File: src/rtl/cassette_recorder.sv
// CoCo cassette recorder: decodes the DAC tone into bytes for a write buffer.
// In: clk, COCO_RESET_N, Q, en, rewind, dac. Out: wr_addr/wr_data/wr_n, full, bit_err, active.
module cassette_recorder #(
  parameter int AW      = 16,
  parameter int MID     = 32,
  parameter int HYST    = 4,
  parameter int MIN_CYC = 200,
  parameter int THRESH  = 560,
  parameter int MAX_CYC = 1100
) (
  input  logic          clk,
  input  logic          COCO_RESET_N,
  input  logic          Q,
  input  logic          en,
  input  logic          rewind,
  input  logic [5:0]    dac,
  output logic [AW-1:0] wr_addr,
  output logic [7:0]    wr_data,
  output logic          wr_n,
  output logic          full,
  output logic          bit_err,
  output logic          active
);

  localparam logic [6:0]  LV_HI = 7'(MID + HYST);
  localparam logic [6:0]  LV_LO = 7'(MID - HYST);
  localparam logic [10:0] C_MIN = 11'(MIN_CYC);
  localparam logic [10:0] C_THR = 11'(THRESH);
  localparam logic [10:0] C_MAX = 11'(MAX_CYC);

  typedef enum logic [1:0] {
    IDLE,
    ARMED,
    MEASURE
  } state_t;

  state_t      state, state_nx;
  logic        lv, lv_q, q_q;
  logic [10:0] cnt;
  logic [6:0]  sr;
  logic [2:0]  bitcnt;
  logic        rise, tick;
  logic        take_bit, bad_cyc, drop;
  logic        new_bit, byte_done, do_wr;

  assign rise      = lv & ~lv_q;
  assign tick      = Q & ~q_q;
  assign new_bit   = (cnt < C_THR);
  assign byte_done = take_bit & (bitcnt == 3'd7);
  assign do_wr     = byte_done & ~full;
  assign active    = (state == MEASURE);

  always_ff @(posedge clk or negedge COCO_RESET_N) begin
    if (!COCO_RESET_N) state <= IDLE;
    else               state <= state_nx;
  end

  always_comb begin
    state_nx = state;
    take_bit = 1'b0;
    bad_cyc  = 1'b0;
    drop     = 1'b0;
    if (!en) begin
      state_nx = IDLE;
      drop     = 1'b1;
    end else begin
      unique case (state)
        IDLE:  state_nx = ARMED;
        ARMED: if (rise) state_nx = MEASURE;
        MEASURE: begin
          if (rise) begin
            if (cnt >= C_MIN && cnt <= C_MAX) begin
              take_bit = 1'b1;
            end else begin
              bad_cyc = 1'b1;
              drop    = 1'b1;
            end
          end else if (cnt > C_MAX) begin
            state_nx = ARMED;
            drop     = 1'b1;
          end
        end
        default: state_nx = IDLE;
      endcase
    end
  end

  always_ff @(posedge clk or negedge COCO_RESET_N) begin
    if (!COCO_RESET_N) begin
      lv      <= 1'b0;
      lv_q    <= 1'b0;
      q_q     <= 1'b0;
      cnt     <= '0;
      sr      <= '0;
      bitcnt  <= '0;
      bit_err <= 1'b0;
      wr_n    <= 1'b1;
      wr_data <= '0;
      wr_addr <= '0;
      full    <= 1'b0;
    end else begin
      if ({1'b0, dac} >= LV_HI)     lv <= 1'b1;
      else if ({1'b0, dac} < LV_LO) lv <= 1'b0;
      lv_q <= lv;
      q_q  <= Q;
      // a crossing always wins, so timeout and crossing never coincide
      if (rise)                        cnt <= '0;
      else if (tick && cnt != 11'h7FF) cnt <= cnt + 11'd1;
      bit_err <= bad_cyc;
      if (drop) begin
        bitcnt <= '0;
      end else if (take_bit) begin
        sr     <= {new_bit, sr[6:1]};
        bitcnt <= bitcnt + 3'd1;
      end
      wr_n <= ~do_wr;
      if (do_wr) wr_data <= {new_bit, sr};
      // address moves after the strobe; rewind overrides the increment
      if (rewind) begin
        wr_addr <= '0;
        full    <= 1'b0;
      end else if (!wr_n) begin
        if (&wr_addr) full <= 1'b1;
        else          wr_addr <= wr_addr + AW'(1);
      end
    end
  end

endmodule

File: config.mk
export PLATFORM = sky130hd
export DESIGN_NAME = cassette_recorder
export DESIGN_NICKNAME = d
export VERILOG_FILES = /design/src/rtl/cassette_recorder.sv
export SDC_FILE = /design/constraint.sdc
export NUM_CORES = 1
export LEC_CHECK = 0
export BUFFER_PORTS_ARGS = -buffer_cell sky130_fd_sc_hd__buf_2
export CAP_MARGIN = 30
export CORE_ASPECT_RATIO = 1.1
export CORE_MARGIN = 4
export CORE_UTILIZATION = 57
export CTS_CLUSTER_SIZE = 30
export DETAILED_ROUTE_END_ITERATION = 12
export PLACE_DENSITY = 0.8
export SYNTH_ARGS = -nofsm -noshare
export SYNTH_HDL_FRONTEND = slang
export SYNTH_SLANG_ARGS = --single-unit
File: constraint.sdc
create_clock -name clk -period 2.2 [get_ports clk]
set_input_delay 0.22 -clock clk [delete_from_list [all_inputs] [get_ports clk]]
set_output_delay 0.22 -clock clk [all_outputs]
set_load 0.1 [all_outputs]
; ---- Word-level counts from Yosys, hierarchy flattened
; Cells that the tools add are included.
[word_totals]
ff_bits = 53
input_bits = 11
output_inout_bits = 28
elab_cells = 80
[op_classes]
n_addsub = 3
order_cmp = 6
eq_ne = 9
n_mux = 29
bitwise_logic = 9
n_reduce_logical = 12
[ops]
columns = operator, n
row1 = $mux 16, 3
row2 = $mux 11, 2
row3 = $mux 1, 17
row4 = $add 16x1->16 const B, 1
row5 = $reduce_and 16->1, 1
row6 = $add 11x1->11 const B, 1
row7 = $ge 11x8->1 const B, 1
row8 = $gt 11x11->1 const B, 1
row9 = $le 11x11->1 const B, 1
row10 = $lt 11x10->1 const B, 1
row11 = $ne 11x11->1 const B, 1
row12 = $mux 2, 4
row13 = $reduce_bool 2->1, 4
row14 = $ge 6x6->1 const B, 1
row15 = $lt 6x5->1 const B, 1
row16 = $mux 3, 2
row17 = $ne 3x3->1 const B, 2
row18 = $pmux 2 s3, 1
row19 = $reduce_and 2->1, 3
row20 = $not 1->1, 5
row21 = $and 1x1->1, 4
row22 = $ne 2x2->1 const B, 2
row23 = $add 3x1->3 const B, 1
row24 = $eq 3x3->1 const B, 1
row25 = other kinds (6), 7

; ---- Logic depth before layout (Yosys ltp)
; Gate-level depths: netlist (run 1).
[logic_depth]
ltp_word = 9
mapped_depth = 6
depth_no_buf = 5

; ---- Least setup slack after synthesis (run 1)
; Ideal clock, no wire load.
[synth_timing]
kind = reg-to-reg
from = reg state[0]
to = reg wr_data[0]
setup_time_ns = 0.125
arrival_ns = 2.449
required_ns = 2.075
setup_slack_ns = -0.374
path_stages_with_launch = 5
path_buffers = 0
synth_period_minus_slack_ns = 2.574
path_cell_list = dfrtp_1 -> nor2b_2 -> o2111ai_4 -> nor4b_4 -> mux2_2
[synth_via]
elab_chain_cells = 5
[synth_rtl]
columns = element, line_no
row1 = start: declaration, 37  ; state_t state, state_nx;
row2 = start signal: assignment, 55  ; else state <= state_nx;
row3 = $eq 2x2->1, --
row4 = via active, 22  ; output logic active
row5 = $mux 1, 67  ; unique case (state)
row6 = $mux 1, 63  ; if (!en) begin
row7 = $and 1x1->1, 49  ; assign byte_done = take_bit & (bitcnt == 3'd7);
row8 = $and 1x1->1, 50  ; assign do_wr = byte_done & ~full;
row9 = end signal: assignment, 117  ; if (do_wr) wr_data <= {new_bit, sr};
row10 = end: declaration, 18  ; output logic [7:0] wr_data,
; The timed path passes the listed nets, and every way through them passes these cells.
; A chain may end at the register's enable or synchronous reset.

; ---- Worst setup path in the final report (run 1)
[layout_timing]
from = reg cnt[6]
to = reg sr[5]
[layout_via]
elab_chain_cells = 8
elab_cells_between_ends = 15
cone_classes = 3 x order compare / 9 x mux / 1 x bitwise / 2 x reduce/logical
[layout_rtl]
columns = element, line_no
row1 = start: declaration, 39  ; logic [10:0] cnt;
row2 = start signal: assignment, 108  ; else if (tick && cnt != 11'h7FF) cnt <= cnt + 11'd1;
row3 = $ge 11x8->1 / $le 11x11->1 (equally long branches), 72  ; if (cnt >= C_MIN && cnt <= C_MAX) begin
row4 = $logic_and 1x1->1, 72
row5 = $mux 1, 72
row6 = $mux 1, 71  ; if (rise) begin
row7 = $mux 1, 67
row8 = $mux 1, 63
row9 = $not 1->1 (no source line), --
row10 = $reduce_and 2->1 (no source line) *, --
row11 = end signal: assignment, 113  ; sr <= {new_bit, sr[6:1]};
row12 = end: declaration, 40  ; logic [6:0] sr;
; Mark *: on every way between the ends. The rest lies on a longest branch, timed or not.

==> results of run 1 <==
-- placed cells by master, fill, tap and decap left out, types with 8 or more instances in the layout --
cell	n
a21oi_1	20
buf_2	36
dfrtp_1	46
inv_1	10
mux2_2	22
nand2_1	10
nand3_1	8
nor2_1	19
o21ai_0	10
-- per-stage QoR --
stage | setup slack (ns) | std cells | hold WS [ns] | total power (W) | area, µm²
2_1_floorplan | 0.0214 | 250 | -0.0756 | 0.00110 | 2700
3_3_place_gp | 0.321 | 336 | 0.287 | 0.00116 | 2940
3_5_place_dp | 0.307 | 336 | 0.291 | 0.00116 | 2940
4_1_cts | 0.285 | 345 | 0.0354 | 0.00173 | 3050
5_1_grt | 0.149 | 345 | 0.0340 | 0.00178 | 3050
6_report | 0.288 | 345 | 0.0504 | 0.00171 | 3050
-- power groups by stage --
stage	Combinational (W)	Clock, W	Sequential (W)
detailed placement	0.000120	0	0.00104
CTS	0.000123	0.000590	0.00102
floorplan	0.0000701	0	0.00103
global placement	0.000117	0	0.00104
finish	0.000121	0.000565	0.00102
global route	0.000139	0.000618	0.00103
-- path summary, 6_finish.rpt --
kind	start	endpoint	slack, ns	cells after the start
setup / recovery	cnt[6]	sr[5]	0.29	4
hold / removal	Q	q_q	0.05	1
setup reg to reg	cnt[6]	sr[5]	0.29	4
hold reg to reg	lv	lv_q	0.44	0
max in group asynchronous	COCO_RESET_N	wr_data[7]	1.17	3
min in group asynchronous	COCO_RESET_N	wr_addr[2]	0.46	2
-- cells by family after synthesis --
family / Yosys count / synth area share
AO/OA/AOI/OAI: 59 / 0.152
flip-flops: 53 / 0.495
XOR/XNOR: 1 / 0.00326
buffers and inverters: 18 / 0.0308
adder cells (fa/ha/maj): 5 / 0.0233
AND/OR/NAND/NOR: 91 / 0.200
multiplexers: 23 / 0.0960
-- cell type report --
type / instances / area [µm²] / share of cell area
Timing Repair Buffer: 41 / 233 / 0.0764
Inverter: 10 / 37.5 / 0.0123
Clock inverter: 3 / 25.0 / 0.00822
Tap cell: 54 / 67.6 / 0.0222
Multi-Input combinational cell: 179 / 1280 / 0.420
Clock buffer: 5 / 68.8 / 0.0226
Sequential cell: 53 / 1340 / 0.438
-- sequential cells by signal (all words and copies together) (netlist names), 2 cells and up --
name	flops
sr	7
cnt	11
wr_addr	16
wr_data	8
state	2
bitcnt	3
-- what timing repair did --
item	CTS	global route
setup buffers	0	0
hold buffers	1	0
endpoints found under the hold margin	26	0
-- routing by layer --
metal	global-route usage	vias to the layer above	part of all wire
li1	-	1016	-
met1	0.261	1017	0.46
met2	0.313	43	0.47
met3	0.0516	6	0.050
met4	0.0725	0	0.013
met5	0	-	0
==> results.yml, run 1 <==
yosys:
  synthFlopType: "dfrtp_1"
  synthCells: 250
  ys_types: 50
  synth.yosys.seq_area_share: 0.495
  synth_common_cells: "dfrtp_1 (52), mux2_2 (22), a21oi_1 (20)"
  synth_edf_count: 0
  yosys.area.top_type: "dfrtp_1"
  syn_nets: 266
  async_flop_share: 1.00
  synth-seq-cells: 53
  yosys_warnings: 0
  syn_avg_cell_area_um2: 10.7
  syn_area_um2: 2680
  synth_most_common_cell: "dfrtp_1"
  yosys-top-cells-area: "dfrtp_1 (48%), mux2_2 (9.2%), a21oi_1 (3.7%)"
  synth_top_area_share: 0.485
global_routing:
  grtUsageTotal: 0.198
  grt_pass1_wl_mm: 9.06
  grt_max_degree: 29
  gr-total-overflow: 0
  grt_pass1_vias: 2050
  antenna_found_initial: 0
power:
  seqPwrFrac: 0.598
  p_clk_frac: 0.331
  internal_power_w: 0.00127
  p_sw_frac: 0.257
  max-vdd-ir-drop_uv: 476
  cellPowerDensity_nw_per_um2: 560
  p_sw_w: 0.000438
  power_frac_comb: 0.071
  leakagePower_nw: 1.41
cts:
  clkTransAtPathRegs_ns: 0.10
  clkLatencyLatePin_ns: 0.31
  cts-htree-levels: 2
  cts_tree: "built"
  cts_sinks: 53
  cts_resized: 0
  cts_made_buffers: 5
  cts_max_path_buffers: 2
  clk_root_buffer_cell: "clkbuf_8"
setup_path:
  cp_num_buf_inv: 0
  critPathTopFamily: "compound AO/OA/AOI/OAI gates"
  worstSetupPathType: "flop to flop"
  crit_slowest_cell: "dfrtp_1"
  crit_arrival_ns: 2.12
  cp-end-kind: "flop"
  worstPathRequired_ns: 2.41
  startpoint_type: "flop"
  cpPeakStageDelay_ns: 0.54
  crit_chain: "o2111ai_1 > a31oi_2 > or2_2 > mux2_2"
  cp_max_fo: 11
sta:
  fin_tns_setup_ns: 0
  period_share: 0.869
  max-slew-margin-rel: 0.564
  hold_violations: 0
  clock_skew_ns: 0.00986
  rsz0062_at_grt: "false"
  fmax_mhz: 523
  setup_viol: 0
  worst_pin_slew_ns: 0.654
  final_max_slew_viol_count: 0
  fin_crit_ns: 1.91
placement:
  place.gp.congestion: 0.806
  portBuffers: 36
  hpwl_mm: 3.68
routing:
  drt_iter0_drc: 109
  vias: 2082
  drc: 0
  drt_wl_total_mm: 5.15
  avgRoutedWirePerCell_um: 14.9
  dr.pass1.iters: 5
  viasPerCell: 6.03
  postRouteAntennaNets: 0
finish:
  n_fill_cell: 333
  drive_gt1_frac: 0.313
  area_delta_synth_final_pct: 13.5
  final_util: 0.690
  diodes: 0
  nets: 306
job:
  cap_violations: 0
run_status:
  status: "completed"
die:
  dieArea_um2: 5870
  num_rows: 25
  core_area_um2: 4410
  fp.dieH_um: 80.0
  io_pins: 39
  initial_utilization: 0.609
  die_w_um: 73.4
min_path:
  hold_path.class: "input port to flop"
(Power assumes the default switching activity.)
==> inputs of run 2 (changes only) <==
--- a/config.mk
+++ b/config.mk
@@ -5,6 +5,7 @@
 export SDC_FILE = /design/constraint.sdc
 export NUM_CORES = 1
 export LEC_CHECK = 0
+export ABC_AREA = 1
 export BUFFER_PORTS_ARGS = -buffer_cell sky130_fd_sc_hd__buf_2
 export CAP_MARGIN = 30
 export CORE_ASPECT_RATIO = 1.1
@@ -12,7 +13,7 @@
 export CORE_UTILIZATION = 57
 export CTS_CLUSTER_SIZE = 30
 export DETAILED_ROUTE_END_ITERATION = 12
-export PLACE_DENSITY = 0.8
+export PLACE_DENSITY = 0.79
 export SYNTH_ARGS = -nofsm -noshare
 export SYNTH_HDL_FRONTEND = slang
 export SYNTH_SLANG_ARGS = --single-unit
==> results.yml, run 2 <==
setup_path:
  reg2reg_depth: 8
  crit_chain: "ha_1 > nand2_1 > nor2_2 > nand4_2 > nand2_4 > nand2_4 > clkinv_2 > o21ai_0"
  cpPeakStageDelay_ns: 0.40
  path_common_cell: "nand2_4"
  crit_slowest_cell: "dfrtp_2"
  rr_startpoint: "wr_addr[0]"
  cp_max_fo: 10
  cp-end-kind: "flop"
  reg2reg_slack_ns: 0.42
  startpoint_type: "flop"
  rr_endpoint: "wr_addr[10]"
  worstSetupPathType: "flop to flop"
  worstPathRequired_ns: 2.39
  crit_arrival_ns: 1.97
routing:
  drt_wl_total_mm: 5.81
  avgRoutedWirePerCell_um: 12.7
  vias: 2521
  postRouteAntennaNets: 0
  viasPerCell: 5.50
  dr.pass1.iters: 4
  drc: 0
  drt_iter0_drc: 140
power:
  p_sw_w: 0.000447
  seqPwrFrac: 0.591
  power_frac_comb: 0.075
  p_sw_frac: 0.262
  internal_power_w: 0.00126
  cellPowerDensity_nw_per_um2: 539
  max-vdd-ir-drop_uv: 329
  leakagePower_nw: 1.67
  p_clk_frac: 0.334
yosys:
  synth.yosys.seq_area_share: 0.468
  yosys.area.top_type: "dfrtp_1"
  synth_most_common_cell: "nand2_1"
  synth_common_cells: "nand2_1 (99), dfrtp_1 (52), inv_1 (40)"
  syn_area_um2: 2840
  ys_types: 34
  synthCells: 359
  syn_avg_cell_area_um2: 7.91
  yosys_warnings: 0
  synthFlopType: "dfrtp_1"
  yosys-top-cells-area: "dfrtp_1 (46%), nand2_1 (13%), inv_1 (5.3%)"
  syn_nets: 375
  async_flop_share: 1.00
  synth_top_area_share: 0.458
  synth-seq-cells: 53
  synth_edf_count: 0
die:
  io_pins: 39
  fp.dieH_um: 82.0
  num_rows: 26
  dieArea_um2: 6180
  die_w_um: 75.3
  core_area_um2: 4720
  initial_utilization: 0.602
placement:
  hpwl_mm: 4.21
  portBuffers: 36
  place.gp.congestion: 0.860
finish:
  largest_reg_flops: 16
  diodes: 0
  drive_gt1_frac: 0.184
  area_delta_synth_final_pct: 11.5
  multiInputGateArea_um2: 1290
  regMostFlops: "wr_addr"
  final_util: 0.671
  nets: 417
  n_fill_cell: 393
  regArea_um2: 1330
  reg.largest.list: "wr_addr (16), cnt (11), wr_data (8)"
  final_common_cell: "nand2_1"
  most-common-layout-cells: "nand2_1 (99), dfrtp_1 (50), inv_1 (40)"
global_routing:
  grtUsageTotal: 0.214
  grt_pass1_vias: 2370
  gr-total-overflow: 0
  grt_pass1_wl_mm: 10.3
  antenna_found_initial: 0
  grt_max_degree: 54
cts:
  post_cts_buffers: 0
  cts_tree: "built"
  cts_made_buffers: 5
  clkLatencyLatePin_ns: 0.31
  clkTransAtPathRegs_ns: 0.10
  clk_root_buffer_cell: "clkbuf_8"
  cts_sinks: 53
  cts_max_path_buffers: 2
  cts_resized: 0
  cts-htree-levels: 2
  cts_hold_buf: 0
sta:
  clock_skew_ns: 0.0126
  worst_pin_slew_ns: 0.663
  hold_violations: 0
  setup_viol: 0
  fin_crit_ns: 1.78
  final_max_slew_viol_count: 0
  period_share: 0.809
  fin_tns_setup_ns: 0
  rsz0062_at_grt: "false"
  max-slew-margin-rel: 0.558
  fmax_mhz: 562
min_path:
  hold_path.class: "input port to async pin"
job:
  cap_violations: 0
run_status:
  status: "completed"
==> run 2: worst max path at each step <==
stage / start / endpoint / slack [ns] / cells past startpoint
after floorplan: wr_addr[8] / wr_addr[5] / 0.05 / 8
after global placement: cnt[0] / wr_data[7] / 0.48 / 9
after detailed placement: wr_addr[0] / wr_addr[10] / 0.43 / 8
after CTS: wr_addr[0] / wr_addr[10] / 0.41 / 8
after global routing: wr_addr[0] / wr_addr[10] / 0.20 / 9
final: wr_addr[0] / wr_addr[10] / 0.42 / 8
==> run 2: cells by family (layout without fill, tap and decap cells) <==
family                   Yosys count  after routing  synth area share
AND/OR/NAND/NOR                  208            208             0.345
XOR/XNOR                           3              3           0.00926
AO/OA/AOI/OAI                     40             40            0.0780
buffers and inverters             50             93            0.0784
flip-flops                        53             53             0.468
adder cells (fa/ha/maj)            5              5            0.0220
==> run 2: power groups by stage <==
stage	Sequential, W	Clock (W)	Combinational (W)
6_report	0.00101	0.000570	0.000127
5_1_grt	0.00101	0.000633	0.000149
4_1_cts	0.00101	0.000588	0.000129
3_5_place_dp	0.00103	0	0.000129
3_3_place_gp	0.00103	0	0.000126
2_1_floorplan	0.00103	0	0.0000779
==> run 2: layout make-up <==
| cell class | count | share of cell area |
|---|---|---|
| Timing Repair Buffer | 39 | 0.0641 |
| Tap cell | 56 | 0.0221 |
| Clock inverter | 3 | 0.00791 |
| Inverter | 46 | 0.0565 |
| Clock buffer | 5 | 0.0217 |
| Multi-Input combinational cell | 256 | 0.407 |
| Sequential cell | 53 | 0.420 |
==> run 2: through the flow <==
stage | instance area, µm² | total power [W] | worst slack [ns] | hold WS (ns) | instances
floorplan | 2840 | 0.00110 | 0.0531 | -0.0756 | 359
global placement | 3070 | 0.00115 | 0.484 | 0.343 | 450
detailed placement | 3070 | 0.00116 | 0.431 | 0.346 | 450
CTS | 3160 | 0.00173 | 0.414 | 0.0153 | 458
global route | 3160 | 0.00179 | 0.202 | 0.00752 | 458
finish | 3160 | 0.00171 | 0.420 | 0.0105 | 458
==> run 2: routing by layer <==
layer	vias to the layer above	global-route usage	wire, µm
li1	1266	-	-
met1	1181	0.284	2580
met2	64	0.345	2840
met3	10	0.0416	292
met4	0	0.0769	89
met5	-	0	0
==> run 2: worst max-delay path, delay by kind of cell (launching register included) <==
family	cells	cell delay [ns]
AOI/OAI and AO/OA	1	0.10
buffers and inverters	1	0.14
DFF	1	0.40
and+or+nand+nor	5	0.79
adders and majority gates	1	0.22
